$ cat src/rtl/fetch_unit.sv
// fetch_unit: instruction-fetch stage of the 16-bit multicycle processor.
// It owns the program counter and runs a read handshake against instruction
// memory. Each fetched word is delivered with a one-cycle ir_w strobe for the
// downstream instruction register. Branches taken while a read is outstanding
// are held as pending and applied when that read completes. A sticky fault is
// raised when memory stays silent for TIMEOUT consecutive wait cycles.
module fetch_unit #(
    parameter logic [15:0] RESET_PC = 16'h0000,
    parameter int unsigned PC_STEP  = 2,
    parameter int unsigned TIMEOUT  = 15
) (
    input  logic        clk,
    input  logic        reset,
    input  logic        fetch_req,
    input  logic        branch_valid,
    input  logic [15:0] branch_target,
    output logic [15:0] mem_addr,
    output logic        mem_rd,
    input  logic [15:0] mem_rdata,
    input  logic        mem_ready,
    output logic [15:0] ir_data,
    output logic        ir_w,
    output logic [15:0] pc_fetched,
    output logic        busy,
    output logic        fault
);

    typedef enum logic [1:0] {
        ST_IDLE  = 2'd0,
        ST_WAIT  = 2'd1,
        ST_DONE  = 2'd2,
        ST_FAULT = 2'd3
    } state_t;

    localparam logic [15:0] PC_STEP_C  = 16'(PC_STEP);
    localparam logic [15:0] TIMEOUT_C  = 16'(TIMEOUT);
    localparam logic        TIMEOUT_EN = (TIMEOUT != 0);

    state_t      state_q, state_d;
    logic [15:0] pc_q, pc_d;
    logic [15:0] ir_data_q, ir_data_d;
    logic [15:0] pc_fetched_q, pc_fetched_d;
    logic        ir_w_q, ir_w_d;
    logic        mem_rd_q, mem_rd_d;
    logic        busy_q, busy_d;
    logic        fault_q, fault_d;
    logic [15:0] cnt_q, cnt_d;
    logic        pend_q, pend_d;
    logic [15:0] pend_tgt_q, pend_tgt_d;

    logic [15:0] tgt_s;
    logic [15:0] cnt_inc_s;

    // Halfword-align the branch target and precompute the next timeout count.
    always_comb begin
        tgt_s     = branch_target & 16'hFFFE;
        cnt_inc_s = cnt_q + 16'd1;
    end

    // Next-state and registered-output logic for the fetch FSM.
    always_comb begin
        state_d      = state_q;
        pc_d         = pc_q;
        ir_data_d    = ir_data_q;
        pc_fetched_d = pc_fetched_q;
        ir_w_d       = 1'b0;
        mem_rd_d     = 1'b0;
        busy_d       = 1'b0;
        fault_d      = fault_q;
        cnt_d        = cnt_q;
        pend_d       = pend_q;
        pend_tgt_d   = pend_tgt_q;

        case (state_q)
            ST_IDLE, ST_DONE: begin
                // A redirect lands in pc this edge, so a simultaneous fetch uses it.
                if (branch_valid) begin
                    pc_d = tgt_s;
                end else begin
                    pc_d = pc_q;
                end
                if (fetch_req) begin
                    state_d  = ST_WAIT;
                    mem_rd_d = 1'b1;
                    busy_d   = 1'b1;
                    cnt_d    = 16'd0;
                end else begin
                    state_d  = ST_IDLE;
                end
            end
            ST_WAIT: begin
                if (mem_ready) begin
                    state_d      = ST_DONE;
                    ir_data_d    = mem_rdata;
                    pc_fetched_d = pc_q;
                    ir_w_d       = 1'b1;
                    cnt_d        = 16'd0;
                    pend_d       = 1'b0;
                    // The newest redirect wins over an older pending one.
                    if (branch_valid) begin
                        pc_d = tgt_s;
                    end else if (pend_q) begin
                        pc_d = pend_tgt_q;
                    end else begin
                        pc_d = pc_q + PC_STEP_C;
                    end
                end else begin
                    // mem_addr must stay put during WAIT; park the redirect.
                    if (branch_valid) begin
                        pend_d     = 1'b1;
                        pend_tgt_d = tgt_s;
                    end else begin
                        pend_d     = pend_q;
                    end
                    if (TIMEOUT_EN && (cnt_inc_s == TIMEOUT_C)) begin
                        state_d = ST_FAULT;
                        fault_d = 1'b1;
                    end else begin
                        state_d  = ST_WAIT;
                        mem_rd_d = 1'b1;
                        busy_d   = 1'b1;
                        if (cnt_q != 16'hFFFF) begin
                            cnt_d = cnt_inc_s;
                        end else begin
                            cnt_d = cnt_q;
                        end
                    end
                end
            end
            ST_FAULT: begin
                // Terminal until reset; all requests are ignored.
                state_d = ST_FAULT;
                fault_d = 1'b1;
            end
            default: begin
                state_d = ST_IDLE;
            end
        endcase
    end

    // State and output registers with synchronous reset.
    always_ff @(posedge clk) begin
        if (reset) begin
            state_q      <= ST_IDLE;
            pc_q         <= RESET_PC;
            ir_data_q    <= 16'h0000;
            pc_fetched_q <= 16'h0000;
            ir_w_q       <= 1'b0;
            mem_rd_q     <= 1'b0;
            busy_q       <= 1'b0;
            fault_q      <= 1'b0;
            cnt_q        <= 16'd0;
            pend_q       <= 1'b0;
            pend_tgt_q   <= 16'h0000;
        end else begin
            state_q      <= state_d;
            pc_q         <= pc_d;
            ir_data_q    <= ir_data_d;
            pc_fetched_q <= pc_fetched_d;
            ir_w_q       <= ir_w_d;
            mem_rd_q     <= mem_rd_d;
            busy_q       <= busy_d;
            fault_q      <= fault_d;
            cnt_q        <= cnt_d;
            pend_q       <= pend_d;
            pend_tgt_q   <= pend_tgt_d;
        end
    end

    assign mem_addr   = pc_q;
    assign mem_rd     = mem_rd_q;
    assign ir_data    = ir_data_q;
    assign ir_w       = ir_w_q;
    assign pc_fetched = pc_fetched_q;
    assign busy       = busy_q;
    assign fault      = fault_q;

endmodule
$ cat config.mk
export PLATFORM = sky130hd
export DESIGN_NAME = fetch_unit
export DESIGN_NICKNAME = d
export VERILOG_FILES = /design/src/rtl/fetch_unit.sv
export SDC_FILE = /design/constraint.sdc
export NUM_CORES = 1
export LEC_CHECK = 0
export ABC_CLOCK_PERIOD_IN_PS = 5740
export CAP_MARGIN = 30
export CORE_MARGIN = 3
export CORE_UTILIZATION = 30
export DETAILED_ROUTE_END_ITERATION = 8
export SLEW_MARGIN = 5
export SYNTH_ARGS = -nofsm -noshare
export SYNTH_HDL_FRONTEND = slang
export SYNTH_SLANG_ARGS = --single-unit
$ cat constraint.sdc
create_clock -name clk -period 5.74 [get_ports clk]
set_input_delay 1.148 -clock clk [delete_from_list [all_inputs] [get_ports clk]]
set_output_delay 1.148 -clock clk [all_outputs]
set_load 0.02 [all_outputs]
==> impl_metrics.toml <==
[final_layout]
layout_commonest_cell = "clkdlybuf4s50_1"
drive_above_1_share = 0.0779
syn_to_final_growth_pct = 33.5
mostFrequentLayoutCells = "clkdlybuf4s50_1 (85), dfxtp_1 (83), nand2_1 (81)"
nNetsFinal = 561
num_antenna_cells = 0

[clock_tree]
cts-resized-gates = 0
cts_tree = "yes"
clock-sinks = 83
clk_pin_slew_worst_paths_ps = 60
h-tree-depth = 3
holdBufCountCts = 0
cts_made_buffers = 9
clk_path_buf_depth = 2
worstSkewPairLatency_ps = 340
root_buffer = "clkbuf_16"
cts_setup_buffers = 0

[sta]
clock.fmax_mhz = 326
setup_viol = 0
rsz0062_at_grt = "no"
finalHoldViolCount = 0
tightest_slew_ps = 934
finalSetupTns_ps = 0
hold-worst-slack_ps = 456
period_share = 0.535
period_needed_ps = 3070
skew_ps = 8.70
slew_headroom = 0.377
drv_slew = 0

[worst_setup_path]
r2r_setup_slack_ps = 2670
crit-reg2reg-launch = "cnt_q[0]"
required_ps = 5930
cp_num_cells = 9
end_kind = "flip-flop"
slowest_stage = "or2_0"
critPathArrivalTime_ps = 3260
worstRegToRegCells = 9
start_kind = "flip-flop"
cp_cell_sequence = "ha_1 > inv_1 > nor4_1 > xnor2_1 > o2111ai_1 > o41ai_2 > buf_4 > or2_0 > o22ai_1"
rr_endpoint = "cnt_q[13]"
crit_family = "simple AND/OR/NAND/NOR gates"
path_buf_inv = 2
cpPeakStageDelay_ps = 480
path_max_fanout = 11
critical_path_class = "flip-flop to flip-flop"

[power]
ir_drop_v = 0.000147
clockPowerShare = 0.422
power_density_mw_per_mm2 = 278
pwr-share-comb = 0.134
internal-power_mw = 1.04
p_seq_frac = 0.444
finalPower_mw = 1.42
p_switching_mw = 0.379
p_sw_frac = 0.267
p_leak_nw = 1.74

[min_path]
holdCritStartpoint = "pend_tgt_q[10]"
hold_path.class = "flip-flop to flip-flop"
holdPathEnd = "pend_tgt_q[10]"
hold_depth = 2

[logic_synthesis]
yosys_register_bits = 83
ys.warnings.count = 0
synth_cells = 449
ys_seq_area_frac = 0.434
synth.avg_cell_area_sq_um = 8.53
synth-edff-count = 0
ys.flop_type = "dfxtp_1"
netlist_area_sq_mm = 0.00383
yosys.cell_types.count = 57
synth-async-reset-ratio = 0

[placed_design]
dp_hpwl_um = 7500
gp_congestion = 0.857
io_buffers = 85

[run]
cap_violations = 0

[routing]
wire_per_inst_um = 15.2
viasPerCell = 5.06
vias = 3511
dr.pass1.iters = 4
drc_errors = 0
drtIter0Drc = 227
postRouteAntennaNets = 0
drt_wl_total_um = 10600

[grt]
grt_pass1_wl_um = 17200
grt_max_degree = 44
grt_usage = 0.148
antenna_found_initial = 0
overflow = 0
grt_pass1_vias = 3300

[die]
rows = 40
io_pins = 89
core_area_sq_mm = 0.0123
start_util = 0.312
die_w_um = 119
dieArea_sq_mm = 0.0142
die_h_um = 119

[status]
status = "finished clean"
[registers in the layout, summed over array words and instances, names as in the netlist]
signal	cells
ir_data	16
busy	1
pend_q	1
pend_tgt_q	15
mem_addr	15
fault	1
ir_w	1
pc_fetched	15
cnt_q	16
state_q	2
[cell families after synthesis]
kind of cell             after synthesis  share of synthesized area
AND/OR/NAND/NOR                      173                      0.215
flip-flops                            83                      0.434
XOR/XNOR                              17                     0.0389
other                                  1                   0.000979
buffers and inverters                 41                     0.0516
multiplexers                           5                     0.0131
adder cells (fa/ha/maj)                3                    0.00980
AO/OA/AOI/OAI                        126                      0.237
[synthesized netlist by cell type, types with 2 or more instances]
library cell  count  area share
dfxtp_1          83        0.43
and3_1            2      0.0033
a211oi_1          6       0.012
a21oi_1          30       0.039
buf_4             5      0.0098
nand2b_1          4      0.0065
clkbuf_8          2      0.0072
nand2_1          81       0.079
buf_2             3      0.0039
or3_1             3      0.0049
ha_1              3      0.0098
o311ai_0          5       0.011
nor4_1            2      0.0033
o31ai_1           7       0.014
o21ai_0          17       0.022
nor3_1           11       0.014
a22o_1           31       0.071
o22ai_1           3      0.0049
clkbuf_1         21       0.021
mux2i_1           5       0.013
a311oi_1         12       0.027
nand4_1           7       0.011
inv_1             9      0.0088
xnor2_1          11       0.025
nor2_1           34       0.033
a31o_2            2      0.0046
xor2_1            6       0.014
nand3_1          15       0.020
[worst max-delay path by stage]
stage | startpoint | end | slack, ps
after CTS | cnt_q[0] | cnt_q[13] | 2710
after global placement | mem_ready | cnt_q[3] | 2550
final | cnt_q[0] | cnt_q[13] | 2670
after detailed placement | mem_ready | cnt_q[3] | 2530
after global routing | cnt_q[0] | cnt_q[13] | 2460
after floorplan | branch_valid | mem_addr[1] | 3420
[layer usage]
metal  wire length, um  GRT usage  part of all wire
met5                 0          0                 0
met4               212     0.0536             0.020
met3               432     0.0337             0.041
met2              4760      0.230              0.45
met1              5160      0.201              0.49
[worst reg2reg max path: cells and delay by family, from the launching register on]
family / cells / cell delay [ps]
AND/OR/NAND/NOR: 2 / 870
adder cells (fa/ha/maj): 1 / 300
flip-flops: 1 / 430
buffers and inverters: 2 / 440
AO/OA/AOI/OAI: 3 / 730
XOR/XNOR: 1 / 160
[power groups by stage]
stage,registers [mW],logic [mW],clock network [mW]
floorplan,0.655,0.0847,0
global placement,0.644,0.187,0
detailed placement,0.646,0.191,0
CTS,0.632,0.192,0.613
global route,0.637,0.207,0.637
finish,0.632,0.191,0.600
[through the flow]
step / cell area (sq um) / instances / worst slack (ps) / utilization
after floorplan: 3830 / 450 / 3420 / -
after global placement: 4790 / 677 / 2550 / 0.390
after detailed placement: 4800 / 678 / 2530 / 0.392
after CTS: 5110 / 694 / 2710 / 0.417
after global routing: 5110 / 694 / 2460 / 0.417
final: 5110 / 694 / 2670 / 0.417
[area by class of cell]
class | count | area, sq um
Clock buffer | 10 | 239
Clock inverter | 6 | 72.6
Fill cell | 1214 | 7150
Inverter | 9 | 33.8
Multi-Input combinational cell | 326 | 1980
Sequential cell | 83 | 1660
Tap cell | 168 | 210
Timing Repair Buffer | 92 | 911
No activity file was read; power rests on OpenSTA's default activity.
